**src/rtl/etapa_ex_mem_pipe_if.sv**
```systemverilog
// EX/MEM pipeline register bus: EX-side inputs, hazard controls,
// MEM-side outputs and debug counters.
interface etapa_ex_mem_pipe_if #(
  parameter int NBITS    = 32,
  parameter int REGS     = 5,
  parameter int CTRLM_W  = 5,
  parameter int CTRLWB_W = 5,
  parameter int CNT_W    = 16
);
  logic                i_stall;
  logic                i_flush;
  logic                i_valid;
  logic [NBITS-1:0]    i_PC4;
  logic [NBITS-1:0]    i_PCBranch;
  logic [NBITS-1:0]    i_Instruction;
  logic                i_Cero;
  logic [NBITS-1:0]    i_ALU;
  logic [NBITS-1:0]    i_Registro2;
  logic [REGS-1:0]     i_RegistroDestino;
  logic [CTRLM_W-1:0]  i_CtrlM;
  logic [CTRLWB_W-1:0] i_CtrlWB;

  logic                o_valid;
  logic [NBITS-1:0]    o_PC4;
  logic [NBITS-1:0]    o_PCBranch;
  logic [NBITS-1:0]    o_Instruction;
  logic                o_Cero;
  logic [NBITS-1:0]    o_ALU;
  logic [NBITS-1:0]    o_Registro2;
  logic [REGS-1:0]     o_RegistroDestino;
  logic [CTRLM_W-1:0]  o_CtrlM;
  logic [CTRLWB_W-1:0] o_CtrlWB;
  logic [CNT_W-1:0]    o_stall_count;
  logic [CNT_W-1:0]    o_flush_count;

  modport master (
    output i_stall, i_flush, i_valid,
    output i_PC4, i_PCBranch, i_Instruction,
    output i_Cero, i_ALU, i_Registro2,
    output i_RegistroDestino, i_CtrlM, i_CtrlWB,
    input  o_valid, o_PC4, o_PCBranch,
    input  o_Instruction, o_Cero, o_ALU,
    input  o_Registro2, o_RegistroDestino,
    input  o_CtrlM, o_CtrlWB,
    input  o_stall_count, o_flush_count
  );

  modport slave (
    input  i_stall, i_flush, i_valid,
    input  i_PC4, i_PCBranch, i_Instruction,
    input  i_Cero, i_ALU, i_Registro2,
    input  i_RegistroDestino, i_CtrlM, i_CtrlWB,
    output o_valid, o_PC4, o_PCBranch,
    output o_Instruction, o_Cero, o_ALU,
    output o_Registro2, o_RegistroDestino,
    output o_CtrlM, o_CtrlWB,
    output o_stall_count, o_flush_count
  );
endinterface

```
**src/rtl/etapa_ex_mem_pipe.sv**
```systemverilog
// Parametrised EX/MEM register with stall/flush, falling-edge capture.
// Optional debug counters enabled by EX_MEM_STATS_EN.
module etapa_ex_mem_pipe #(
  parameter int NBITS    = 32,
  parameter int REGS     = 5,
  parameter int CTRLM_W  = 5,
  parameter int CTRLWB_W = 5,
  parameter int STAGES   = 1,
  parameter int CNT_W    = 16
) (
  input  logic                   i_clk,
  input  logic                   i_reset,
  etapa_ex_mem_pipe_if.slave     bus
);

  typedef struct packed {
    logic                valid;
    logic [NBITS-1:0]    pc4;
    logic [NBITS-1:0]    pcb;
    logic [NBITS-1:0]    ins;
    logic                cero;
    logic [NBITS-1:0]    alu;
    logic [NBITS-1:0]    r2;
    logic [REGS-1:0]     rd;
    logic [CTRLM_W-1:0]  m;
    logic [CTRLWB_W-1:0] wb;
  } stage_t;

  stage_t st_q [STAGES];
  stage_t in_d;
  logic   bubble;
  logic   load0;

  assign bubble = bus.i_flush | ~bus.i_valid;
  assign load0  = bus.i_flush | ~bus.i_stall;

  // Control is zeroed whenever the entry is not valid.
  always_comb begin
    in_d       = '0;
    in_d.valid = ~bubble;
    in_d.pc4   = bus.i_PC4;
    in_d.pcb   = bus.i_PCBranch;
    in_d.ins   = bus.i_Instruction;
    in_d.cero  = bus.i_Cero;
    in_d.alu   = bus.i_ALU;
    in_d.r2    = bus.i_Registro2;
    in_d.rd    = bus.i_RegistroDestino;
    if (!bubble) begin
      in_d.m  = bus.i_CtrlM;
      in_d.wb = bus.i_CtrlWB;
    end
  end

  always_ff @(negedge i_clk or posedge i_reset) begin
    if (i_reset) begin
      for (int k = 0; k < STAGES; k++)
        st_q[k] <= '0;
    end else begin
      if (load0)
        st_q[0] <= in_d;
      if (!bus.i_stall)
        for (int k = 1; k < STAGES; k++)
          st_q[k] <= st_q[k-1];
    end
  end

  assign bus.o_valid           = st_q[STAGES-1].valid;
  assign bus.o_PC4             = st_q[STAGES-1].pc4;
  assign bus.o_PCBranch        = st_q[STAGES-1].pcb;
  assign bus.o_Instruction     = st_q[STAGES-1].ins;
  assign bus.o_Cero            = st_q[STAGES-1].cero;
  assign bus.o_ALU             = st_q[STAGES-1].alu;
  assign bus.o_Registro2       = st_q[STAGES-1].r2;
  assign bus.o_RegistroDestino = st_q[STAGES-1].rd;
  assign bus.o_CtrlM           = st_q[STAGES-1].m;
  assign bus.o_CtrlWB          = st_q[STAGES-1].wb;

`ifdef EX_MEM_STATS_EN
  logic [CNT_W-1:0] stall_cnt_q;
  logic [CNT_W-1:0] flush_cnt_q;

  always_ff @(negedge i_clk or posedge i_reset) begin
    if (i_reset) begin
      stall_cnt_q <= '0;
      flush_cnt_q <= '0;
    end else begin
      if (bus.i_stall && !bus.i_flush && !(&stall_cnt_q))
        stall_cnt_q <= stall_cnt_q + CNT_W'(1);
      if (bus.i_flush && !(&flush_cnt_q))
        flush_cnt_q <= flush_cnt_q + CNT_W'(1);
    end
  end

  assign bus.o_stall_count = stall_cnt_q;
  assign bus.o_flush_count = flush_cnt_q;
`else
  assign bus.o_stall_count = {CNT_W{1'b0}};
  assign bus.o_flush_count = {CNT_W{1'b0}};
`endif

endmodule

```
**src/flat_wrapper.sv**
```systemverilog
// flat-port wrapper written by rule: the top's interface ports become plain ports
module etapa_ex_mem_pipe_flat 
#(
  parameter int NBITS    = 32,
  parameter int REGS     = 5,
  parameter int CTRLM_W  = 5,
  parameter int CTRLWB_W = 5,
  parameter int STAGES   = 1,
  parameter int CNT_W    = 16
)
  (i_clk, i_reset, bus_i_stall, bus_i_flush, bus_i_valid, bus_i_PC4, bus_i_PCBranch, bus_i_Instruction, bus_i_Cero, bus_i_ALU, bus_i_Registro2, bus_i_RegistroDestino, bus_i_CtrlM, bus_i_CtrlWB, bus_o_valid, bus_o_PC4, bus_o_PCBranch, bus_o_Instruction, bus_o_Cero, bus_o_ALU, bus_o_Registro2, bus_o_RegistroDestino, bus_o_CtrlM, bus_o_CtrlWB, bus_o_stall_count, bus_o_flush_count);
  etapa_ex_mem_pipe_if #(.NBITS(NBITS), .REGS(REGS), .CTRLM_W(CTRLM_W), .CTRLWB_W(CTRLWB_W), .CNT_W(CNT_W)) bus_i ();
  input  logic i_clk;
  input  logic i_reset;
  input wire logic [$bits(bus_i.i_stall)-1:0] bus_i_stall;
  input wire logic [$bits(bus_i.i_flush)-1:0] bus_i_flush;
  input wire logic [$bits(bus_i.i_valid)-1:0] bus_i_valid;
  input wire logic [$bits(bus_i.i_PC4)-1:0] bus_i_PC4;
  input wire logic [$bits(bus_i.i_PCBranch)-1:0] bus_i_PCBranch;
  input wire logic [$bits(bus_i.i_Instruction)-1:0] bus_i_Instruction;
  input wire logic [$bits(bus_i.i_Cero)-1:0] bus_i_Cero;
  input wire logic [$bits(bus_i.i_ALU)-1:0] bus_i_ALU;
  input wire logic [$bits(bus_i.i_Registro2)-1:0] bus_i_Registro2;
  input wire logic [$bits(bus_i.i_RegistroDestino)-1:0] bus_i_RegistroDestino;
  input wire logic [$bits(bus_i.i_CtrlM)-1:0] bus_i_CtrlM;
  input wire logic [$bits(bus_i.i_CtrlWB)-1:0] bus_i_CtrlWB;
  output wire logic [$bits(bus_i.o_valid)-1:0] bus_o_valid;
  output wire logic [$bits(bus_i.o_PC4)-1:0] bus_o_PC4;
  output wire logic [$bits(bus_i.o_PCBranch)-1:0] bus_o_PCBranch;
  output wire logic [$bits(bus_i.o_Instruction)-1:0] bus_o_Instruction;
  output wire logic [$bits(bus_i.o_Cero)-1:0] bus_o_Cero;
  output wire logic [$bits(bus_i.o_ALU)-1:0] bus_o_ALU;
  output wire logic [$bits(bus_i.o_Registro2)-1:0] bus_o_Registro2;
  output wire logic [$bits(bus_i.o_RegistroDestino)-1:0] bus_o_RegistroDestino;
  output wire logic [$bits(bus_i.o_CtrlM)-1:0] bus_o_CtrlM;
  output wire logic [$bits(bus_i.o_CtrlWB)-1:0] bus_o_CtrlWB;
  output wire logic [$bits(bus_i.o_stall_count)-1:0] bus_o_stall_count;
  output wire logic [$bits(bus_i.o_flush_count)-1:0] bus_o_flush_count;
  assign bus_i.i_stall = bus_i_stall;
  assign bus_i.i_flush = bus_i_flush;
  assign bus_i.i_valid = bus_i_valid;
  assign bus_i.i_PC4 = bus_i_PC4;
  assign bus_i.i_PCBranch = bus_i_PCBranch;
  assign bus_i.i_Instruction = bus_i_Instruction;
  assign bus_i.i_Cero = bus_i_Cero;
  assign bus_i.i_ALU = bus_i_ALU;
  assign bus_i.i_Registro2 = bus_i_Registro2;
  assign bus_i.i_RegistroDestino = bus_i_RegistroDestino;
  assign bus_i.i_CtrlM = bus_i_CtrlM;
  assign bus_i.i_CtrlWB = bus_i_CtrlWB;
  assign bus_o_valid = bus_i.o_valid;
  assign bus_o_PC4 = bus_i.o_PC4;
  assign bus_o_PCBranch = bus_i.o_PCBranch;
  assign bus_o_Instruction = bus_i.o_Instruction;
  assign bus_o_Cero = bus_i.o_Cero;
  assign bus_o_ALU = bus_i.o_ALU;
  assign bus_o_Registro2 = bus_i.o_Registro2;
  assign bus_o_RegistroDestino = bus_i.o_RegistroDestino;
  assign bus_o_CtrlM = bus_i.o_CtrlM;
  assign bus_o_CtrlWB = bus_i.o_CtrlWB;
  assign bus_o_stall_count = bus_i.o_stall_count;
  assign bus_o_flush_count = bus_i.o_flush_count;
  etapa_ex_mem_pipe #(.NBITS(NBITS), .REGS(REGS), .CTRLM_W(CTRLM_W), .CTRLWB_W(CTRLWB_W), .STAGES(STAGES), .CNT_W(CNT_W)) u_core (.i_clk(i_clk), .i_reset(i_reset), .bus(bus_i));
endmodule
```
**config.mk**
```make
export PLATFORM = sky130hd
export DESIGN_NAME = etapa_ex_mem_pipe_flat
export DESIGN_NICKNAME = d
export VERILOG_FILES = /design/src/rtl/etapa_ex_mem_pipe_if.sv /design/src/rtl/etapa_ex_mem_pipe.sv /design/src/flat_wrapper.sv
export SDC_FILE = /design/constraint.sdc
export NUM_CORES = 1
export LEC_CHECK = 0
export ABC_AREA = 1
export BUFFER_PORTS_ARGS = -buffer_cell sky130_fd_sc_hd__buf_2
export CAP_MARGIN = 20
export CORE_AREA = 5 5 149 151
export CTS_BUF_LIST = sky130_fd_sc_hd__clkbuf_4 sky130_fd_sc_hd__clkbuf_8 sky130_fd_sc_hd__clkbuf_16
export DETAILED_ROUTE_END_ITERATION = 12
export DIE_AREA = 0 0 154 156
export PLACE_DENSITY = 0.66
export SLEW_MARGIN = 20
export SYNTH_ARGS = -nofsm -noshare
export SYNTH_HDL_FRONTEND = slang
export SYNTH_SLANG_ARGS = --single-unit
```
**constraint.sdc**
```tcl
create_clock -name i_clk -period 16.98 [get_ports i_clk]
set_input_delay 3.396 -clock i_clk [delete_from_list [all_inputs] [get_ports i_clk]]
set_output_delay 3.396 -clock i_clk [all_outputs]
set_load 0.02 [all_outputs]
```
==> results.md <==
- The busiest layer in global routing is met2.
- The launch instance of the worst register-to-register path is u_core.bus.o_CtrlM[0]$_DFFE_NP0P_.
- The CTS buffer count is 17.
- Counting instances, the worst hold path has a depth of 2.
- The leading cell type in the layout, fill and taps excluded is nand2_1.
- Once the clock tree was built, the setup fixing pass inserted 0 buffers.
- After clock tree synthesis, the clock-pin slew on the worst setup and hold paths is 0.05 ns.
- The first global-routing pass estimated roughly 32 mm of wire.
- The buffer cell driving the clock tree root is clkbuf_16.
- Setup repair after global routing left no endpoint under its margin.
- The post-synthesis register bit count is 177.
- The total routed wirelength is between 20 and 25 mm.
- The clock network burns a little under two fifths of the power.
- Routability-driven placement finished with a final weighted congestion of 0.875.
- At the pin with the least slew margin, the transition time is 1.01 ns.
- The most area-hungry cell type in the Yosys netlist is dfrtn_1.
- Max-cap violations in this run came to 0.
- Counting every instance in the synthesized netlist gives 786.
- The leakage power total is 5.54 nW.
- The core region area is 0.0207 sq mm.
- The met1 track utilization from global routing is 21.1%.
- The worst-case IR drop observed on VDD is 0.0646 mV.
- Clock skew on the completed layout was measured at 0 ns.
- The hold violation count in the final report is 0.
- The cell total after placement is 1383.
- TritonCTS built the clock tree.
- The fraction of met3 tracks used by global routing is 4.44%.
- In this run the power density over the cells is 111 mW/mm^2.
- For this configuration, the core starts out at a cell density of 33.4%.
- The count of nets left with antenna violations once routing finished came out at 0.
- CTS built an H-tree with a depth of 4.
- The sequential group share of total power is 46.1%.
- Along the worst path, the maximum fanout reaches 92.
- In this run the mean area of a mapped cell was 8.79 sq um.
- The floorplan step defined a die boundary enclosing 0.0240 sq mm.
- In the post-synthesis netlist, the biggest area contributors are dfrtn_1, nand2_1, buf_4.
- Counting stages on the worst path, the most repeated cell is nand2_1.
- The worst reg2reg path endpoint is u_core.bus.o_CtrlM[0]$_DFFE_NP0P_.
- The pre-CTS setup slack is 3.12 ns.
- The tightest min-delay check is of the register to register type.
- The most critical setup path has its startpoint at bus_i_flush.
- The pin count of the biggest net entering global routing is 93.
- STA classifies the critical path startpoint as a primary input.
- The via count of the first global-routing pass came to 5969.
- The floorplan row count is 53.
- The data arrival at the endpoint of the critical path is 5.39 ns.
- The number of buffers added on ports is 357.
- The signal on the critical path passes through buf_2, inv_1, nand2_4, buf_4, nand2_1, nand2_1.
- The die boundary width is 154 um.
- The number of antenna diodes is 0.
- In this run, post-CTS repair resized a total of 0 instances.
- The critical path is of the primary input to register type.
- The routed layout has 6007 vias.
- The end point of the most critical hold path is u_core.bus.o_PC4[13]$_DFFE_NP0P_.
- Global routing used 26.8% of the available met2 tracks.
- The number of antenna violations at the first check in global routing is 0.
- During synthesis, Yosys emitted a total of 0 warnings.
- The kind of capture point of the worst setup path is a register.
- Of the total power, the share spent switching nets is roughly 29%.
- The global route total overflow is 0.
- The run finished with clean final reports.
- In this design, the stage delay of the slowest critical-path cell is 0.71 ns.
- Of the synthesized area, sequential elements account for around 64%.
- The number of sinks handled by clock tree synthesis is between 150 and 200.
- The die span in y is 156 um.
- The number of detailed-routing iterations run before antenna repair is 4.
- In the routed layout, each cell is associated on average with a via count of 4.25.
- The critical path required time is 8.92 ns.
- Combinational cells account for 16.3% of the total power.
- The filler cell count is 2141.
- The latest clock arrival within the worst-skew pair is roughly 0.4 ns.
- The count of unique library cells instantiated by Yosys is 11.
- Dividing the detail-routed wire length by the instance count gives ~14 um.
- The DRC violation total after the first TritonRoute iteration is 380.
- Cell internal power was estimated by the tool at 730 uW.
- The number of pins exceeding their max-slew limit in the final report is 0.
- The boundary pin count is just under 400.
- In the final layout, the share of cells above drive strength 1 is 34.8%.
- In the final design database the tool counted 1308 nets.
- Summing every instance area after synthesis gives 0.00691 sq mm.
- The HPWL after detailed placement is 14.7 mm.
- The global router's overall resource usage is 16.2%.
- The worst-case register-to-register setup slack is 16.32 ns.
- The top cell types in the final layout, fill and taps aside, are nand2_1, buf_2, dfrtn_1.
- The worst-case headroom to the max-slew limit is between 30% and 40%.
- In this run the most critical hold path is launched from u_core.bus.o_PC4[13]$_DFFE_NP0P_.
- The relative area change from synthesis to final layout is 35.4%.
- The buffer depth of the longest clock path is 2.
- The slowest cell on the critical path is buf_4.
- The finished layout holds 1415 standard cells, fillers aside.
- Broken down by cell family, the worst path's largest delay share belongs to simple AND/OR/NAND/NOR gates.
- The worst setup slack after layout is 3.53 ns.
- The share of the synthesized area in the top cell type is 64.1%.
- The worst reg-to-reg path cell count is 2.
- In the routed design, unresolved DRC markers number 0.
- The final-report setup violation count is 0.
- Hold repair after CTS inserted 0 buffers.
- The total buffers and inverters traversed by the critical path is 3.
- The switching power is slightly above 300 uW.
- In the final timing run, aggregate negative setup slack is 0 ns.
[synthesized netlist by cell type]
| cell type | instances |
|---|---|
| buf_1 | 2 |
| buf_2 | 30 |
| buf_4 | 36 |
| clkbuf_1 | 3 |
| conb_1 | 1 |
| dfrtn_1 | 177 |
| inv_1 | 3 |
| nand2_1 | 522 |
| nand3_1 | 10 |
| nor2_1 | 1 |
| nor2_4 | 1 |
[cell families (layout without fill, tap and decap cells)]
| kind of cell | Yosys count | in the layout | share of synthesized area [%] |
|---|---|---|---|
| other | 1 | 32 | 0.0543 |
| flip-flops | 177 | 177 | 64.1 |
| buffers and inverters | 74 | 397 | 6.52 |
| AND/OR/NAND/NOR | 534 | 534 | 29.3 |
[how the worst max path moves through the flow]
stage                                              endpoint  slack [ns]  depth (start not counted)
detailed placement          u_core.bus.o_ALU[1]$_DFFE_NP0P_        3.12                          6
global route        u_core.bus.o_Instruction[8]$_DFFE_NP0P_        3.37                          6
floorplan                   u_core.bus.o_ALU[0]$_DFFE_NP0P_        0.47                          1
global placement            u_core.bus.o_ALU[1]$_DFFE_NP0P_        3.08                          6
finish                      u_core.bus.o_ALU[1]$_DFFE_NP0P_        3.53                          6
CTS                         u_core.bus.o_ALU[1]$_DFFE_NP0P_        3.54                          6
[power by group through the flow]
stage                     registers (mW)  clock network (mW)  logic (mW)
after floorplan                    0.528                   0      0.0601
after detailed placement           0.484                   0       0.172
after global placement             0.484                   0       0.169
final                              0.477               0.389       0.168
after global routing               0.482               0.418       0.186
after CTS                          0.478               0.401       0.171
[stage by stage]
stage / util (%) / power, mW / cell area (sq um) / hold slack (ns)
global placement: 42.4 / 0.653 / 8770 / 0.409
floorplan: - / 0.588 / 7020 / 0.543
finish: 45.2 / 1.04 / 9350 / 0.411
global route: 45.2 / 1.09 / 9350 / 0.426
CTS: 45.2 / 1.05 / 9350 / 0.415
detailed placement: 42.4 / 0.656 / 8770 / 0.413
[final cells by class]
cell class / instances / area, sq um / area share, %
clock buffers: 20 / 460 / 4.92
clock inverters: 12 / 121 / 1.30
inverters: 3 / 16.3 / 0.174
multi-input cells: 566 / 2150 / 23.0
flip-flops and latches: 177 / 4430 / 47.4
well taps: 275 / 344 / 3.68
repair buffers: 362 / 1830 / 19.5
[worst min-delay path: stages (launching register included)]
cell and delay [ns]:
dfrtn_1 0.40, nand2_1 0.05, nand2_1 0.05
[flip-flops by register name, summed over array words and instances, names as in the netlist]
register                      flops
u_core.bus.o_ALU                 32
u_core.bus.o_Instruction         32
u_core.bus.o_PC4                 32
u_core.bus.o_PCBranch            32
u_core.bus.o_Registro2           32
u_core.bus.o_CtrlM                5
u_core.bus.o_CtrlWB               5
u_core.bus.o_RegistroDestino      5
u_core.bus.o_Cero                 1
u_core.bus.o_valid                1
[layer usage]
layer	part of all wire (%)	up-vias	wire (um)
met5	0	-	0
met4	1.6	0	330
met3	7.7	22	1570
met2	49	228	9920
met1	42	2784	8430
li1	-	2973	-
No activity file was read; power rests on OpenSTA's default activity.
